**config.mk**
```make
export PLATFORM = sky130hd
export DESIGN_NAME = uart_mmio_periph
export DESIGN_NICKNAME = d
export VERILOG_FILES = /design/src/rtl/uart_mmio_periph.sv
export SDC_FILE = /design/constraint.sdc
export NUM_CORES = 1
export LEC_CHECK = 0
export BUFFER_PORTS_ARGS = -buffer_cell sky130_fd_sc_hd__buf_2
export CORE_MARGIN = 2
export CORE_UTILIZATION = 50
export DETAILED_ROUTE_END_ITERATION = 10
export PLACE_DENSITY = 0.81
export SLEW_MARGIN = 20
export SYNTH_ARGS = -nofsm -noshare
export SYNTH_HDL_FRONTEND = slang
export SYNTH_SLANG_ARGS = --single-unit
```
**constraint.sdc**
```tcl
create_clock -name clk -period 3.3 [get_ports clk]
set_clock_uncertainty 0.05 [all_clocks]
set_input_delay 0.165 -clock clk [delete_from_list [all_inputs] [get_ports clk]]
set_output_delay 0.165 -clock clk [all_outputs]
set_load 0.01 [all_outputs]
```
**src/rtl/uart_mmio_periph.sv**
```systemverilog
// Memory-mapped 8N1 UART sharing the MEM-stage data bus: TXD/RXD/CON registers,
// independent transmitter and receiver, registered interrupt on TX-done / RX-valid.
module uart_mmio_periph #(
    parameter int          CLKS_PER_BIT = 10417,
    parameter logic [31:0] ADDR_TXD     = 32'h4000_0018,
    parameter logic [31:0] ADDR_RXD     = 32'h4000_001C,
    parameter logic [31:0] ADDR_CON     = 32'h4000_0020
) (
    input  logic        clk,
    input  logic        reset,
    input  logic [31:0] Address,
    input  logic [31:0] Write_data,
    input  logic        MemRead,
    input  logic        MemWrite,
    output logic [31:0] Read_data,
    output logic        in_range,
    input  logic        uart_rx,
    output logic        uart_tx,
    output logic        irq
);
    localparam int CW = $clog2(CLKS_PER_BIT + 1);
    localparam logic [CW-1:0] C_BIT_END  = CW'(CLKS_PER_BIT - 1);
    localparam logic [CW-1:0] C_HALF_END = CW'(CLKS_PER_BIT / 2 - 1);

    typedef enum logic [1:0] {S_IDLE = 2'd0, S_START = 2'd1, S_DATA = 2'd2, S_STOP = 2'd3} state_t;

    state_t          r_tx_state, w_tx_state_nxt, r_rx_state, w_rx_state_nxt;
    logic [CW-1:0]   r_tx_cnt, w_tx_cnt_nxt, r_rx_cnt, w_rx_cnt_nxt;
    logic [2:0]      r_tx_idx, w_tx_idx_nxt, r_rx_idx, w_rx_idx_nxt;
    logic [7:0]      r_txd, r_rxd, r_rx_shift;
    logic            r_tx_ie, r_rx_ie, r_tx_done, r_rx_valid, r_irq, r_uart_tx;
    logic            r_rx_meta, r_rx_sync, r_rx_prev;
    logic            w_sel_txd, w_sel_rxd, w_sel_con, w_tx_busy, w_tx_store;
    logic            w_tx_bit_end, w_tx_done_evt, w_tx_line_nxt;
    logic            w_rx_s, w_rx_fall, w_rx_bit_end, w_rx_half_end, w_rx_load;
    logic [4:0]      w_con;
    logic            w_unused;

    assign w_sel_txd  = (Address == ADDR_TXD);
    assign w_sel_rxd  = (Address == ADDR_RXD);
    assign w_sel_con  = (Address == ADDR_CON);
    assign in_range   = w_sel_txd | w_sel_rxd | w_sel_con;
    assign w_tx_busy  = (r_tx_state != S_IDLE);
    assign w_con      = {w_tx_busy, r_rx_valid, r_tx_done, r_rx_ie, r_tx_ie};
    assign w_tx_store = MemWrite & w_sel_txd & ~w_tx_busy;
    assign uart_tx    = r_uart_tx;
    assign irq        = r_irq;
    assign w_unused   = ^Write_data[31:8];

    // Combinational read mux, same-cycle like the data memory.
    always_comb begin
        Read_data = 32'd0;
        if (MemRead) begin
            if (w_sel_rxd)      Read_data = {24'd0, r_rxd};
            else if (w_sel_txd) Read_data = {24'd0, r_txd};
            else if (w_sel_con) Read_data = {27'd0, w_con};
            else                Read_data = 32'd0;
        end else begin
            Read_data = 32'd0;
        end
    end

    assign w_tx_bit_end = (r_tx_cnt == C_BIT_END);

    always_ff @(posedge clk) begin
        if (reset) begin
            r_tx_state <= S_IDLE;
            r_tx_cnt   <= '0;
            r_tx_idx   <= 3'd0;
            r_uart_tx  <= 1'b1;
            r_txd      <= 8'd0;
        end else begin
            r_tx_state <= w_tx_state_nxt;
            r_tx_cnt   <= w_tx_cnt_nxt;
            r_tx_idx   <= w_tx_idx_nxt;
            r_uart_tx  <= w_tx_line_nxt;
            if (w_tx_store) r_txd <= Write_data[7:0];
            else            r_txd <= r_txd;
        end
    end

    always_comb begin
        w_tx_state_nxt = r_tx_state;
        w_tx_idx_nxt   = r_tx_idx;
        w_tx_done_evt  = 1'b0;
        case (r_tx_state)
            S_IDLE:  if (w_tx_store) begin w_tx_state_nxt = S_START; w_tx_idx_nxt = 3'd0; end
            S_START: if (w_tx_bit_end) begin w_tx_state_nxt = S_DATA; w_tx_idx_nxt = 3'd0; end
            S_DATA:  if (w_tx_bit_end) begin
                         if (r_tx_idx == 3'd7) w_tx_state_nxt = S_STOP;
                         else                  w_tx_idx_nxt   = r_tx_idx + 3'd1;
                     end
            S_STOP:  if (w_tx_bit_end) begin w_tx_state_nxt = S_IDLE; w_tx_done_evt = 1'b1; end
            default: w_tx_state_nxt = S_IDLE;
        endcase
        // Baud counter restarts on every bit boundary and in IDLE.
        if (r_tx_state == S_IDLE || w_tx_bit_end) w_tx_cnt_nxt = '0;
        else                                      w_tx_cnt_nxt = r_tx_cnt + 1'b1;
    end

    // Line level is registered from the next state so uart_tx has no decode glitches.
    always_comb begin
        case (w_tx_state_nxt)
            S_IDLE:  w_tx_line_nxt = 1'b1;
            S_START: w_tx_line_nxt = 1'b0;
            S_DATA:  w_tx_line_nxt = r_txd[w_tx_idx_nxt];
            S_STOP:  w_tx_line_nxt = 1'b1;
            default: w_tx_line_nxt = 1'b1;
        endcase
    end

    assign w_rx_s        = r_rx_sync;
    assign w_rx_fall     = r_rx_prev & ~w_rx_s;
    assign w_rx_bit_end  = (r_rx_cnt == C_BIT_END);
    assign w_rx_half_end = (r_rx_cnt == C_HALF_END);

    always_ff @(posedge clk) begin
        if (reset) begin
            r_rx_meta  <= 1'b1;
            r_rx_sync  <= 1'b1;
            r_rx_prev  <= 1'b1;
            r_rx_state <= S_IDLE;
            r_rx_cnt   <= '0;
            r_rx_idx   <= 3'd0;
            r_rx_shift <= 8'd0;
            r_rxd      <= 8'd0;
        end else begin
            r_rx_meta  <= uart_rx;
            r_rx_sync  <= r_rx_meta;
            r_rx_prev  <= r_rx_sync;
            r_rx_state <= w_rx_state_nxt;
            r_rx_cnt   <= w_rx_cnt_nxt;
            r_rx_idx   <= w_rx_idx_nxt;
            if (r_rx_state == S_DATA && w_rx_bit_end) r_rx_shift <= {w_rx_s, r_rx_shift[7:1]};
            else                                      r_rx_shift <= r_rx_shift;
            if (w_rx_load) r_rxd <= r_rx_shift;
            else           r_rxd <= r_rxd;
        end
    end

    always_comb begin
        w_rx_state_nxt = r_rx_state;
        w_rx_idx_nxt   = r_rx_idx;
        case (r_rx_state)
            S_IDLE:  if (w_rx_fall) w_rx_state_nxt = S_START;
            S_START: if (w_rx_half_end) begin
                         w_rx_state_nxt = w_rx_s ? S_IDLE : S_DATA;
                         w_rx_idx_nxt   = 3'd0;
                     end
            S_DATA:  if (w_rx_bit_end) begin
                         if (r_rx_idx == 3'd7) w_rx_state_nxt = S_STOP;
                         else                  w_rx_idx_nxt   = r_rx_idx + 3'd1;
                     end
            S_STOP:  if (w_rx_bit_end) w_rx_state_nxt = S_IDLE;
            default: w_rx_state_nxt = S_IDLE;
        endcase
        if (r_rx_state == S_IDLE || w_rx_bit_end || w_rx_state_nxt != r_rx_state) w_rx_cnt_nxt = '0;
        else                                                                    w_rx_cnt_nxt = r_rx_cnt + 1'b1;
    end

    // A byte is accepted only when the stop bit samples high.
    always_comb begin
        if (r_rx_state == S_STOP) w_rx_load = w_rx_bit_end & w_rx_s;
        else                      w_rx_load = 1'b0;
    end

    // Sticky flags: a set on the same edge as the clearing read wins.
    always_ff @(posedge clk) begin
        if (reset) begin
            r_tx_ie    <= 1'b0;
            r_rx_ie    <= 1'b0;
            r_tx_done  <= 1'b0;
            r_rx_valid <= 1'b0;
            r_irq      <= 1'b0;
        end else begin
            if (MemWrite && w_sel_con) {r_rx_ie, r_tx_ie} <= Write_data[1:0];
            else                       {r_rx_ie, r_tx_ie} <= {r_rx_ie, r_tx_ie};
            if (w_tx_done_evt)              r_tx_done <= 1'b1;
            else if (MemRead && w_sel_con)  r_tx_done <= 1'b0;
            else                            r_tx_done <= r_tx_done;
            if (w_rx_load)                  r_rx_valid <= 1'b1;
            else if (MemRead && w_sel_rxd)  r_rx_valid <= 1'b0;
            else                            r_rx_valid <= r_rx_valid;
            r_irq <= (r_tx_ie & r_tx_done) | (r_rx_ie & r_rx_valid);
        end
    end
endmodule
```
# Word-level counts from Yosys, hierarchy flattened
# Cells that the tools add are included.
[totals]
ff_bits = 71
input_bits = 69
output_inout_bits = 35
[op_classes]
n_addsub = 4
order_cmp = 1
eq_ne = 21
n_mux = 36
bitwise = 11
reduce_logical = 18
[op_table]
columns = ["cell", "n"]
rows = [
  ["== test 32 x 31 -> 1 bit (second input constant)", 3],
  ["two-way mux 32 bit", 1],
  ["adder 14 x 1 -> 14 bit (second input constant)", 2],
  ["== test 14 bit (second input constant)", 2],
  ["two-way mux 2 bit", 11],
  ["two-way mux 3 bit", 7],
  ["two-way mux 8 bit", 2],
  ["one-hot mux 2 bit (4 select lines)", 2],
  ["== test 14 x 13 -> 1 bit (second input constant)", 1],
  ["== test 2 bit (second input constant)", 6],
  ["one-hot mux 3 bit (3 select lines)", 1],
  ["two-way mux 1 bit", 8],
  ["nonzero test 2 bit", 4],
  ["adder 3 x 1 -> 3 bit (second input constant)", 2],
  ["bitwise AND 1 bit", 6],
  ["== test 2 x 1 -> 1 bit (second input constant)", 3],
  ["== test 3 bit (second input constant)", 2],
  ["zero test 2 bit", 3],
  ["inequality test 2 bit (second input constant)", 3],
  ["one-hot mux 3 bit (2 select lines)", 1],
  ["OR reduction 2 bit", 3],
  ["two-way mux 5 bit", 1],
  ["logical AND 1 bit", 4],
  ["< comparator 3 x 4 -> 1 bit (second input constant)", 1],
  ["other kinds (7)", 12],
]

# Depth between registers and ports, before layout
[depth]
word_depth = 8
mapped_depth = 11

# Worst setup path before layout
# No wires, ideal clock.
[synth_path]
path_kind = "flip-flop to flip-flop"
startpoint = "reg r_tx_state[0]"
endpoint = "reg r_uart_tx, in the netlist uart_tx"
t_arrival_ps = 2244
required_ps = 3121
slack_ps = 877
path_stages_with_launch = 8
path_buffers = 2
path_cell_list = "dfxtp_1 buf_4 or4b_4 or4b_4 buf_6 a32o_2 a2111oi_2 o31ai_2"
[synth_via]
elab_chain_len = 8
[synth_rtl]
columns = ["item", "line_no", "text"]
rows = [
  ["start, declared", "27", "state_t r_tx_state, w_tx_state_nxt, r_rx_state, w_rx_state_nxt;"],
  ["start signal, assigned", "73", "r_tx_state <= w_tx_state_nxt;"],
  ["nonzero test 2 bit", "43", "assign w_tx_busy = (r_tx_state != S_IDLE);"],
  ["NOT 1 bit", "45", "assign w_tx_store = MemWrite & w_sel_txd & ~w_tx_busy;"],
  ["bitwise AND 1 bit", "45", ""],
  ["two-way mux 3 bit or two-way mux 2 bit (tied branches)", "87", "S_IDLE: if (w_tx_store) begin w_tx_state_nxt = S_START; w_tx_idx_nxt = 3'd0; end"],
  ["one-hot mux 3 bit (3 select lines) or one-hot mux 2 bit (4 select lines) (tied branches)", "86", "case (r_tx_state)"],
  ["binary-select mux 1 bit (select 3 bit) (tied with other cells)", "106", "S_DATA: w_tx_line_nxt = r_txd[w_tx_idx_nxt];"],
  ["two-way mux 1 bit (not written as such) or OR reduction 2 bit (tied branches)", "--", ""],
  ["one-hot mux 1 bit (3 select lines) (*)", "103", "case (w_tx_state_nxt)"],
  ["end signal, assigned", "76", "r_uart_tx <= w_tx_line_nxt;"],
  ["end, declared", "31", "logic r_tx_ie, r_rx_ie, r_tx_done, r_rx_valid, r_irq, r_uart_tx;"],
]
# Mark *: on every way between the ends. The rest lies on a longest branch, timed or not. The select of a mux whose other input is x is not followed.
# A chain may end at the register's enable or synchronous reset.

# Worst setup path in the final report
[layout_path]
startpoint = "reg r_tx_state[1]"
endpoint = "reg r_uart_tx, in the netlist uart_tx"
# The elaborated chain is that of the path after synthesis.

==> flow_summary.yaml <==
outcome:
  outcome: "complete, no violations"
placement:
  place.port_buffers: 55
  post-dp-hpwl_mm: 5.28
  dpl_cell_area_um2: 3850
  final_replace_weighted_congestion: 0.840
worst_hold_path:
  hold_start: "Write_data[4]"
  min_path_type: "input pin to flop"
  timing.hold.worst_endpoint: "r_txd[4]"
  hold_path_depth: 3
timing:
  unrepaired_setup_endpoints_after_global_routing: "false"
  final.hold.worst_slack_ns: 0.00951
  period_needed_ns: 2.69
  min_period_over_period_pct: 81.6
  hold_violations: 0
  tightestPinTransition_ns: 0.777
  final-setup-viol-count: 0
  maxSlewViolCount: 0
  setup_total_negative_slack_ns: 0
  fmaxAchievable_mhz: 371
  timing.max_slew.rel_slack_pct: 48.2
die:
  io_pins: 104
  num_rows: 30
  chipWidth_um: 88.8
  dieHeight_um: 88.8
  fp.dieArea_um2: 7880
  initial_utilization_pct: 52.3
  core_area_um2: 6870
layout:
  antenna_cells_inserted: 0
  drive_above_1_share_pct: 19.3
  areaGrowthSynthToFinish_pct: 13.5
  design_area_um2: 4080
  final_net_count: 554
yosys:
  synthSimpleGateAreaFrac_pct: 25.7
  post_synth_fa_ha_maj_area_fraction_pct: 3.13
  yosys_register_bits: 71
  synth_async_sr_flop_share_pct: 0
  synthesized_area_fraction_occupied_by_ao_oa_aoi_and_oai_cells_pct: 9.16
  synth-edff-count: 0
  synth_area_leaders: "dfxtp_1 (40%), nor2_1 (7.1%), mux2i_1 (7.0%), buf_4 (5.2%), nand2_1 (4.6%)"
  yosysUniqueCellTypes: 50
  area_share_of_xor_xnor_cells_in_the_synthesized_design_pct: 5.61
  synth_flop_cell: "dfxtp_1"
  synth_warnings: 0
  post-synth-top-area-fraction_pct: 39.6
  yosys.cell_count.top_type: "dfxtp_1"
  synth_mux_area_share_pct: 7.91
  post_synthesis_cell_area_um2: 3590
  combinational_family_with_the_most_area_after_synthesis: "simple AND/OR/NAND/NOR gates"
  postSynthCellCount: 423
  ys_seq_area_share_pct: 39.6
  synth_top_cell_by_area: "dfxtp_1"
  synth_commonest_cells: "dfxtp_1 (71), nor2_1 (68), nand2_1 (44)"
  avgSynthCellArea_um2: 8.49
power_and_ir_drop:
  power_leakage_uw: 0.00158
  power_density_nw_per_um2: 407
  ir_drop_mv: 0.343
worst_setup_path:
  worstReg2RegStart: "r_tx_state[1]"
  rrSetupSlack_ns: 0.61
  crit_path_start_kind: "flop"
  crit_path_max_fanout: 12
  required_time_at_the_worst_slack_endpoint_ns: 3.48
  timing.critical_path.arrival_ns: 2.87
  critical_path.endpoint_type: "flop"
  timing.setup.critical_path_class: "flop to flop"
  reg2regPathDepth: 6
  timing.rr.end: "uart_tx"
routing:
  firstDrtPassIters: 4
  via_count: 3002
  drt_iter0_drc: 176
  postRouteWirelength_mm: 7.33
  drc_errors: 0
  detail-route-antenna-nets: 0
  routed_len_inst_um: 12.7
  vias_per_cell: 5.20
job:
  cap_violations: 0
clock_network:
  clk-insertion-delay-late_ns: 0.35
  post_cts_resize_count: 0
  total_clock_buffers_created_by_cts: 9
  clk_tree_root_cell: "clkbuf_8"
  clk_path_buf_depth: 2
  ctsHtreeMaxLevel: 3
  cts_tree: "built"
  clkTransAtPathRegs_ns: 0.08
  cts_num_sinks: 71
global_route:
  grt_remaining_overflow: 0
  grt_use_total_pct: 19.6
  grt_pass1_wl_mm: 12.1
  grt_pass1_vias: 2794
  antenna_found_initial: 0
  grt_start_max_net_pins: 46
## cells by family (layout without fill, tap and decap cells)
| logic type | after synthesis | count (layout) |
|---|---|---|
| and+or+nand+nor | 184 | 184 |
| DFF | 71 | 71 |
| buffers and inverters | 57 | 92 |
| AOI/OAI and AO/OA | 50 | 50 |
| muxes | 28 | 28 |
| xor gates and xnor gates | 23 | 23 |
| adders and majority gates | 9 | 9 |
| other | 1 | 24 |
## layout make-up
| class | count | area [um2] |
|---|---|---|
| clock inverters | 6 | 67.6 |
| well taps | 96 | 120 |
| flip-flops and latches | 71 | 1420 |
| repair buffers | 60 | 318 |
| clock buffers | 10 | 138 |
| fillers | 584 | 2790 |
| multi-input cells | 318 | 1950 |
| inverters | 16 | 60.1 |
## metal layers
layer	global-route usage, %	share of wire (%)	vias to the layer above
met4	8.40	2.0	0
met3	3.64	5.5	16
met1	24.2	45	1386
li1	-	-	1508
met5	0	0	-
met2	33.2	47	92
## worst max-delay path by stage
| stage | start | to | slack (ns) | cells past startpoint |
|---|---|---|---|---|
| after floorplan | r_tx_state[0] | uart_tx | 0.88 | 7 |
| after global placement | r_tx_cnt[0] | uart_tx | 0.74 | 9 |
| after detailed placement | r_tx_cnt[0] | uart_tx | 0.65 | 9 |
| after CTS | r_tx_cnt[0] | uart_tx | 0.63 | 9 |
| after global routing | r_tx_cnt[0] | uart_tx | 0.42 | 9 |
| final | r_tx_state[1] | uart_tx | 0.61 | 6 |
## where the power goes
group	leakage (uW)	switching [uW]	total, uW	internal (uW)
clock	0.0000993	346	719	373
combinational	0.000909	44.8	76.6	31.8
sequential	0.000573	3.45	863	859
## critical path, cell delays in order (launching register included)
cell and delay [ns]:
dfxtp_1 0.45, or4b_4 0.61, nor4b_2 0.67, a211oi_1 0.19
ha_1 0.34, a21oi_1 0.18, o31ai_2 0.09
## state kept, by name, indices dropped and copies added (netlist names), 2 cells and up
| register | count |
|---|---|
| r_txd | 8 |
| r_rx_idx | 3 |
| r_rx_state | 2 |
| r_tx_cnt | 14 |
| r_rx_cnt | 14 |
| r_tx_idx | 3 |
| r_rx_shift | 8 |
| r_tx_state | 2 |
| r_rxd | 8 |
## cell usage in the layout (no fill, tap or decap), types with 4 or more instances in the layout
master,instances
nand3_1,13
nand4_1,7
o21ai_0,12
a21oi_1,17
inv_1,16
buf_2,55
and3_1,4
a22oi_1,4
a211oi_1,4
nor2_1,68
mux2i_1,25
nor4_1,8
dfxtp_1,71
conb_1,24
xor2_1,15
clkbuf_8,10
or2_2,4
nand2_1,44
xnor2_1,8
nor2b_1,4
nor3_1,6
ha_1,9
## metrics by stage
step / instances / util [%] / total power (uW) / setup WS, ns
after floorplan: 446 / - / 945 / 0.877
after global placement: 559 / 56.1 / 956 / 0.738
after detailed placement: 559 / 56.1 / 958 / 0.653
after CTS: 577 / 59.4 / 1670 / 0.629
after global routing: 577 / 59.4 / 1720 / 0.416
final: 577 / 59.4 / 1660 / 0.607
## repair_timing
action,CTS,global route
hold buffers,2,0
endpoints found under the hold margin,2,0
setup buffers,0,0
Note: power is estimated with default switching activity, not from simulation.
